**src/rtl/s_burst_ctrl_pkg.sv**
```systemverilog
// s_burst_ctrl_pkg: shared state encoding and default width for the stream burst controller
package s_burst_ctrl_pkg;
    localparam int SIZECOUNT_DEF = 12;
    typedef enum logic [1:0] {
        S_IDLE = 2'd0,
        S_RUN  = 2'd1,
        S_DONE = 2'd2
    } state_t;
endpackage

```
**src/rtl/s_burst_ctrl.sv**
```systemverilog
// s_burst_ctrl: stream burst framing with token index/size for an external count==size comparator
module s_burst_ctrl
    import s_burst_ctrl_pkg::*;
#(
    parameter int SIZECOUNT = SIZECOUNT_DEF
) (
    input  logic                 aclk,
    input  logic                 aresetn,
    input  logic                 start,
    input  logic                 abort,
    input  logic [SIZECOUNT-1:0] size_in,
    input  logic                 in_valid,
    output logic                 in_ready,
    output logic                 out_valid,
    input  logic                 out_ready,
    output logic                 out_last,
    output logic [SIZECOUNT-1:0] count,
    output logic [SIZECOUNT-1:0] size,
    input  logic                 endcount,
    output logic                 busy,
    output logic                 done
);
    state_t state, state_n;
    logic   run, xfer, nonempty;
    assign nonempty = size_in != '0;
    always_ff @(posedge aclk or negedge aresetn) begin
        if (!aresetn) begin
            state <= S_IDLE;
        end else begin
            state <= state_n;
        end
    end
    always_comb begin
        state_n = abort               ? S_IDLE :
                  (state == S_IDLE)   ? (start ? (nonempty ? S_RUN : S_DONE) : S_IDLE) :
                  (state == S_RUN)    ? ((xfer && endcount) ? S_DONE : S_RUN) :
                                        S_IDLE;
    end
    always_comb begin
        run       = state == S_RUN;
        xfer      = run & in_valid & out_ready;
        in_ready  = run & out_ready;
        out_valid = run & in_valid;
        out_last  = run & in_valid & endcount;
        busy      = run;
        done      = state == S_DONE;
    end
    // size stays frozen outside IDLE so the comparator sees a stable target all burst
    always_ff @(posedge aclk or negedge aresetn) begin
        if (!aresetn) begin
            count <= '0;
            size  <= '0;
        end else if (abort) begin
            count <= '0;
        end else if (state == S_IDLE) begin
            count <= '0;
            if (start && nonempty) size <= size_in - 1'b1;
        end else if (xfer) begin
            count <= endcount ? '0 : count + 1'b1;
        end
    end
endmodule

```
**config.mk**
```make
export PLATFORM = sky130hd
export DESIGN_NAME = s_burst_ctrl
export DESIGN_NICKNAME = d
export VERILOG_FILES = /design/src/rtl/s_burst_ctrl_pkg.sv /design/src/rtl/s_burst_ctrl.sv
export SDC_FILE = /design/constraint.sdc
export NUM_CORES = 1
export LEC_CHECK = 0
export CAP_MARGIN = 15
export CORE_UTILIZATION = 41
export DETAILED_ROUTE_END_ITERATION = 8
export PLACE_DENSITY_LB_ADDON = 0.25
export SETUP_SLACK_MARGIN = 0.05
export SLEW_MARGIN = 10
export SYNTH_ARGS = -nofsm -noshare
export SYNTH_HDL_FRONTEND = slang
export SYNTH_SLANG_ARGS = --single-unit
```
**constraint.sdc**
```tcl
create_clock -name aclk -period 1.6 [get_ports aclk]
set_input_delay 0.32 -clock aclk [delete_from_list [all_inputs] [get_ports aclk]]
set_output_delay 0.32 -clock aclk [all_outputs]
set_load 0.01 [all_outputs]
```
## Yosys cells after proc, flatten, opt, wreduce, memory -nomap -nowiden

Cells that the tools add are included.

| storage, ports and cells | value |
|---|---|
| bits of input ports | 19 |
| word-level logic and storage cells | 28 |
| output and inout bits | 29 |
| bits in registers | 26 |

| operators by class | value |
|---|---|
| multiplexer cells | 10 |
| bitwise operators | 5 |
| eq/ne operators | 2 |
| reductions and logical operators | 6 |
| $add $sub $neg | 2 |

Operators with widths:

| operator | count |
|---|---|
| two-way mux 12 bit | 4 |
| adder 12 x 1 -> 12 bit, second input constant | 1 |
| two-way mux 2 bit | 6 |
| nonzero test 12 bit | 1 |
| subtractor 12 x 1 -> 12 bit, second input constant | 1 |
| bitwise AND 1 bit | 4 |
| AND reduction 3 bit | 1 |
| nonzero test 3 bit | 1 |
| equality test 2 x 1 -> 1 bit, second input constant | 1 |
| equality test 2 bit, second input constant | 1 |
| logical AND 1 bit | 2 |
| zero test 2 bit | 1 |
| inverter 1 bit | 1 |

## Longest topological paths before layout

Gate-level depths: netlist of run 1.

| logic depth | value |
|---|---|
| word-level depth | 8 |
| gate-level depth with buffers | 7 |
| depth with buffers taken out | 6 |

## Worst setup path after synthesis of run 1

No wires, ideal clock.

| path | value |
|---|---|
| path type | input to register |
| from | input port size_in[0] |
| to | register size[0] |
| slack | -168 ps |
| stages | 5 |
| arrival | 1641 ps |
| data required time | 1472 ps |
| path through | inv_1 -> ha_1 -> or3b_2 -> o31a_1 -> mux2_1 |

| between the ends | value |
|---|---|
| word-level cells in the longest chain between the ends | 3 |
| elaborated cells on any way between the ends | 4 |
| classes of those cells | 1 x add/sub; 3 x reduce/logical |

RTL lines:

| element | RTL line | RTL |
|---|---|---|
| from (decl) | s_burst_ctrl.sv:11 | `input logic [SIZECOUNT-1:0] size_in,` |
| branches (longest 3 deep; another with subtractor 12 x 1 -> 12 bit) | n/a |  |
| to (signal assigned) | s_burst_ctrl.sv:57 | `if (start && nonempty) size <= size_in - 1'b1;` |
| to (decl) | s_burst_ctrl.sv:18 | `output logic [SIZECOUNT-1:0] size,` |

Parallel ways; which one is timed is not known.
A chain may end at the register's enable or synchronous reset.

## Final worst setup path of run 1

| path | value |
|---|---|
| from | register state[0] |
| to | register size[0] |

| between the ends | value |
|---|---|
| word-level cells in the longest chain between the ends | 2 |

RTL lines:

| element | RTL line | RTL |
|---|---|---|
| from (decl) | s_burst_ctrl.sv:23 | `state_t state, state_n;` |
| from (signal assigned) | s_burst_ctrl.sv:30 | `state <= state_n;` |
| zero test 2 bit | s_burst_ctrl.sv:55 | `end else if (state == S_IDLE) begin` |
| AND reduction 3 bit (no line) | n/a |  |

No other way between the ends.

==> results.json, run 1 <==
{
  "status": "complete, but fails checks",
  "violations": "negative setup slack",
  "worstSetupPathType": "reg2reg",
  "grt-busiest-layer": "met2",
  "holdCritPathClass": "in2async",
  "peakVddDrop_uv": 437,
  "drtPass1Iterations": 4,
  "max_freq_mhz": 581,
  "clock_sinks": 26,
  "power_leakage_nw": 1.25,
  "grt.total_usage_pct": 23.1,
  "tritoncts": "done",
  "slew_viol_final": 0,
  "drt_iter0_drc": 108,
  "dieArea_um2": 3760,
  "wl_mm": 4.31,
  "antenna_cells": 0,
  "seq_area_um2": 653,
  "multi_input_area_um2": 900,
  "n_fill_cell": 234,
  "wl_per_cell_um": 13.8,
  "pre_cts_slack_ns": -0.613,
  "cp.arrival_ns": 1.94,
  "cts-hold-fix-buffers": 0,
  "grt_max_degree": 27,
  "post-route-period-util_pct": 108,
  "finalCriticalPeriod_ns": 1.72,
  "cp_common_cell": "buf_6",
  "crit_family": "buffers and inverters",
  "grt_util_met3_pct": 3.78,
  "clk_pin_slew_ns": 0.16,
  "io_pins": 48,
  "worst_path_max_delay_cell": "dfrtp_1",
  "nNetsFinal": 290,
  "synthCells": 159,
  "rsz0062_at_grt": "true",
  "areaGrowthSynthToFinish_pct": 80.7,
  "core-area_um2": 3360,
  "slowest_delay_ns": 0.43,
  "syn_nets": 181,
  "cp-end-kind": "register",
  "yosys_warnings": 0,
  "start_util_pct": 42.9,
  "fin_skew_ns": 0.0117,
  "met1_usage_pct": 26.9,
  "die_w_um": 61.3,
  "clockBufferDepth": 2,
  "numCtsBuffers": 3,
  "ys_seq_area_share_pct": 45.1,
  "h-tree-depth": 1,
  "grt_pass1_vias": 1527,
  "crit_chain": "buf_6 > buf_6 > nor4b_4 > buf_4 > o31a_1 > buf_6 > mux2_4",
  "p_per_area_nw_per_um2": 683,
  "grt_overflow": 0,
  "vias_per_cell": 5.35,
  "finalHoldViolations": 0,
  "critPathBufInv": 4,
  "cap_violations": 0,
  "yosys_register_bits": 26,
  "ant_nets": 0,
  "synth_cell_type_count": 37,
  "power.total_mw": 1.78,
  "gr-usage-met2_pct": 42.5,
  "grt_pass1_wl_mm": 6.48,
  "startpoint_type": "register",
  "post-dp-hpwl_mm": 2.84,
  "max_slew.worst_pin.slew_ns": 0.408,
  "die_h_um": 61.3,
  "core.rowCount": 21,
  "required_ns": 1.82,
  "relSlewSlack_pct": 72.6,
  "portBuffers": 47,
  "critPathMaxFanout": 3,
  "drcViolationCount": 0,
  "drive_gt1_share_pct": 41.9,
  "synth.avg_cell_area_um2": 9.08,
  "cts_root_buf": "clkbuf_4",
  "worstSkewPairLatency_ns": 0.33,
  "worst_slack_ns": -0.120,
  "num_vias": 1676,
  "setup_viol": 14,
  "syn_area_um2": 1440,
  "antenna_found_initial": 0,
  "place_congestion": 0.890
}
[worst reg2reg max path, delay by kind of cell, from the launching register on]
family	cells	cell delay (ns)
and+or+nand+nor	1	0.19
DFF	1	0.43
AOI/OAI and AO/OA	1	0.20
muxes	1	0.29
buffers and inverters	4	0.52
[layout make-up]
cell class,instances,area share [%]
multi-input cells,120,34.5
flip-flops and latches,26,25.0
inverters,7,1.01
repair buffers,110,35.3
clock buffers,3,0.863
clock inverters,1,1.15
well taps,46,2.21
[Yosys cell counts (all sizes together)]
cell / count / area, um2
a41oi: 2 / 17.5
o21ai: 14 / 70.1
or4: 4 / 30.0
nand2: 9 / 33.8
a21o: 3 / 22.5
a22o: 4 / 35.0
mux2: 1 / 11.3
nor3b: 1 / 7.51
nor3: 6 / 30.0
nand4: 1 / 6.26
a31o: 1 / 8.76
o31a: 2 / 17.5
buf: 3 / 21.3
ha: 3 / 37.5
and3b: 1 / 8.76
and3: 4 / 25.0
nor4: 3 / 18.8
a211oi: 1 / 7.51
or2: 1 / 6.26
or3b: 1 / 8.76
dfrtp: 26 / 651
nor2: 17 / 63.8
xnor2: 7 / 61.3
and2: 2 / 12.5
mux2i: 2 / 20.0
nor2b: 3 / 18.8
or3: 3 / 18.8
inv: 7 / 26.3
nand3: 4 / 20.0
a31oi: 5 / 31.3
a21boi: 1 / 7.51
nand2b: 3 / 18.8
nor4b: 1 / 8.76
clkbuf: 3 / 11.3
a21oi: 10 / 50.1
[worst paths after layout]
check | from | to | slack, ns | cells past startpoint
min in group aclk | size_in[6] | size[6]$_DFFE_PN0P_ | 0.36 | 4
max in group asynchronous | aresetn | count[3]$_DFFE_PN0P_ | 0.99 | 2
setup / recovery | state[0]$_DFF_PN0_ | size[0]$_DFFE_PN0P_ | -0.12 | 7
hold / removal | aresetn | count[11]$_DFFE_PN0P_ | 0.33 | 2
hold reg to reg | size[0]$_DFFE_PN0P_ | size[0]$_DFFE_PN0P_ | 0.53 | 1
setup reg to reg | state[0]$_DFF_PN0_ | size[0]$_DFFE_PN0P_ | -0.12 | 7
[timing repair]
item,4_1_cts,5_1_grt
resized for setup,109,20
cloned,2,0
endpoints found under the setup margin,44,26
buffers inserted,26,3
pin swaps,8,4
[metrics by stage]
step           cells  cell area, um2  hold WS (ns)  util [%]  TNS, ns
2_1_floorplan    159            1460        0.0244         -    -1.14
3_3_place_gp     278            2190         0.491      65.0    -9.78
3_5_place_dp     278            2190         0.486      65.0   -10.72
4_1_cts          310            2510         0.348      74.6   -0.874
5_1_grt          313            2610         0.366      77.6    -1.95
6_report         313            2610         0.334      77.6   -0.938
[per-layer routing]
layer | vias up | share of wire (%) | wire (um)
met1 | 813 | 40 | 1720
met2 | 61 | 53 | 2290
met4 | 0 | 1.8 | 78
met5 | - | 0 | 0
li1 | 794 | - | -
met3 | 8 | 5.1 | 220
[flip-flops by register name (all words and copies together), names as in the netlist]
register / flops
count: 12
state: 2
size: 12
[logic make-up (layout without fill, tap and decap cells)]
group	count (synthesis)	in the layout	share of synthesized area, %
AND/OR/NAND/NOR	64	64	23.3
buffers and inverters	13	121	4.07
XOR/XNOR	7	7	4.25
flip-flops	26	26	45.1
multiplexers	3	3	2.17
AO/OA/AOI/OAI	43	43	18.5
adder cells (fa/ha/maj)	3	3	2.60
[power by group]
part	switching [mW]	total (mW)	internal, mW	leakage [nW]
logic	0.240	0.542	0.301	0.902
registers	0.0449	0.773	0.728	0.324
clock network	0.213	0.466	0.253	0.0279
total	0.499	1.78	1.28	1.25
[cells in the final DEF (no fill, tap or decap), drive strengths merged, types with 4 or more instances in the layout]
master / count
nand2: 9
a21oi: 10
inv: 7
or4: 4
nor2: 17
xnor2: 7
and3: 4
buf: 72
dlygate4sd2: 28
clkdlybuf4s50: 6
a22o: 4
nor3: 6
a31oi: 5
nand3: 4
dfrtp: 26
o21ai: 14
Power figures use the tool's default switching activity.
==> inputs of run 2 (changes only) <==
Settings changed: ABC_AREA from default to 1, CORE_UTILIZATION 41 to 43.
==> run 2 against run 1 <==
  * The run now ends clean
  * Clock power is 7.7% lower
  * Sequential cell count did not move
  * Critical endpoint is now count[5]
  * Largest power group unchanged
  * Critical path depth is 6 lower
  * Total power shrank 1.5%
==> results.json, run 2 <==
{
  "die_h_um": 64.3,
  "crit_family": "buffers and inverters",
  "drcViolationCount": 0,
  "core.rowCount": 22,
  "cp_num_cells": 1,
  "hold_ws_ns": 0.415,
  "synth_edf_count": 0,
  "finalCriticalPeriod_ns": 1.52,
  "multi_input_area_um2": 878,
  "r2r_end": "count[2]$_DFFE_PN0P_",
  "num_vias": 1706,
  "post-dp-hpwl_mm": 3.05,
  "required_ns": 1.28,
  "worst_path_max_delay_cell": "clkdlybuf4s50_1",
  "place_congestion": 0.848,
  "cp-end-kind": "output port",
  "cap_violations": 0,
  "vias_per_cell": 4.67,
  "cp.arrival_ns": 1.20,
  "core-area_um2": 3690,
  "portBuffers": 47,
  "peakVddDrop_uv": 508,
  "p_per_area_nw_per_um2": 691,
  "yosys_register_bits": 26,
  "syn_area_um2": 1670,
  "final_common_cell": "nand2_1",
  "drive_gt1_share_pct": 26.2,
  "start_util_pct": 45.2,
  "areaGrowthSynthToFinish_pct": 52.3,
  "place_area_um2": 2410,
  "reg_top3": "count: 12 flops, size: 12 flops, state: 2 flops",
  "layout_common_cells": "73 x nand2_1, 40 x buf_4, 38 x clkdlybuf4s50_1, 28 x inv_1, 26 x dfrtp_1",
  "antenna_found_initial": 0,
  "wl_mm": 3.98,
  "worst-r2r-setup-slack_ns": 0.18,
  "startpoint_type": "register",
  "ys_seq_area_share_pct": 39.0,
  "synth_top_area_share_pct": 39.0,
  "tns_ns": 0,
  "grt_overflow": 0,
  "syn_nets": 249,
  "ant_nets": 0,
  "cts-hold-fix-buffers": 0,
  "dieArea_um2": 4130,
  "grt.total_usage_pct": 20.5,
  "slowest_delay_ns": 0.55,
  "timing.rr.start": "state[1]$_DFF_PN0_",
  "max_freq_mhz": 657,
  "wl_per_cell_um": 10.9,
  "setup_viol": 0,
  "critPathBufInv": 1,
  "clock_sinks": 26,
  "io_pins": 48,
  "drt_iter0_drc": 74,
  "worst_slack_ns": 0.0776,
  "rsz0062_at_grt": "true",
  "cts_root_buf": "clkbuf_8",
  "antenna_cells": 0,
  "finalHoldViolations": 0,
  "crit_chain": "clkdlybuf4s50_1",
  "grt_pass1_vias": 1616,
  "clockBufferDepth": 2,
  "h-tree-depth": 1,
  "max_slew.worst_pin.slew_ns": 0.332,
  "slew_viol_final": 0,
  "synth_most_common_cell": "nand2_1",
  "fin_skew_ns": 0.00311,
  "seq_area_um2": 651,
  "synth.area.top_cells": "dfrtp_1 39%, nand2_1 17%, inv_1 6.3%, nor2_1 5.2%, nand2_2 4.1%",
  "yosys_warnings": 0,
  "status": "complete, no violations",
  "worstSkewPairLatency_ns": 0.27,
  "die_w_um": 64.3,
  "synth_common_cells": "74 x nand2_1, 28 x inv_1, 26 x dfrtp_1",
  "critPathMaxFanout": 3,
  "grt_pass1_wl_mm": 6.67,
  "synthCells": 227,
  "pre_cts_slack_ns": -0.341,
  "ys.flop_type": "dfrtp_1",
  "grt_max_degree": 27,
  "synth_cell_type_count": 29,
  "tritoncts": "done",
  "holdCritPathClass": "in2async",
  "drtPass1Iterations": 4,
  "fin_area_um2": 2540,
  "post-route-period-util_pct": 95.1,
  "worstSetupPathType": "reg2out",
  "numCtsBuffers": 3,
  "power_leakage_nw": 1.33,
  "clk_pin_slew_ns": 0.09,
  "relSlewSlack_pct": 77.8,
  "synth.avg_cell_area_um2": 7.35,
  "n_fill_cell": 322,
  "reg2regPathDepth": 7,
  "nNetsFinal": 340,
  "yosys.area.top_type": "dfrtp_1",
  "synthArstFlopShare_pct": 100
}
==> run 2: area by class of cell <==
cell class	count	share of cell area, %
inverter	31	4.58
tap	48	2.36
timing repair buffer	88	30.7
sequential	26	25.6
clock buffer	4	2.17
multi-input combinational	168	34.6
==> run 2: worst reg2reg max path, stage by stage (launching register included) <==
cell     delay [ns]
dfrtp_1        0.41
inv_1          0.11
buf_4          0.12
nand4_2        0.16
nand2_4        0.18
buf_4          0.16
a21oi_1        0.06
a21oi_1        0.15
==> run 2: kinds of logic after synthesis <==
group / count (synthesis) / share of synthesized area [%]
compound gates: 17 / 5.85
fa+ha+maj: 3 / 2.25
flops: 26 / 39.0
buf+inv: 33 / 9.08
xor+xnor: 5 / 2.63
simple gates: 143 / 41.2
==> run 2: layer usage <==
layer  GRT usage (%)  vias to the layer above  part of all wire, %
met3            2.68                        4                  2.8
met4            5.00                        0                 0.91
met5               0                        -                    0
met2            40.8                       35                   53
met1            22.3                      784                   43
li1                -                      883                    -
==> run 2: how the worst max path moves through the flow <==
stage,start,end
after floorplan,count[0]$_DFFE_PN0P_,count[6]$_DFFE_PN0P_
after global placement,in_valid,out_last
after detailed placement,in_valid,out_last
after CTS,count[5]$_DFFE_PN0P_,count[5]
final,count[5]$_DFFE_PN0P_,count[5]
after global routing,size_in[1],size[9]$_DFFE_PN0P_
==> run 2: through the flow <==
stage | util (%) | total power, mW | cells
floorplan | - | 1.01 | 227
global placement | 65.3 | 1.32 | 351
detailed placement | 65.3 | 1.33 | 351
CTS | 67.6 | 1.77 | 360
global route | 68.9 | 1.85 | 365
finish | 68.9 | 1.75 | 365
==> run 2: report_power, final <==
| part | internal [mW] | leakage, nW | switching [mW] |
|---|---|---|---|
| clock | 0.220 | 0.0288 | 0.210 |
| sequential | 0.730 | 0.343 | 0.0462 |
| combinational | 0.303 | 0.955 | 0.246 |
| total | 1.25 | 1.33 | 0.502 |
==> run 2: timing repair <==
item,in CTS,in global routing
endpoints found under the setup margin,10,24
resized for setup,9,13
buffers inserted,5,5
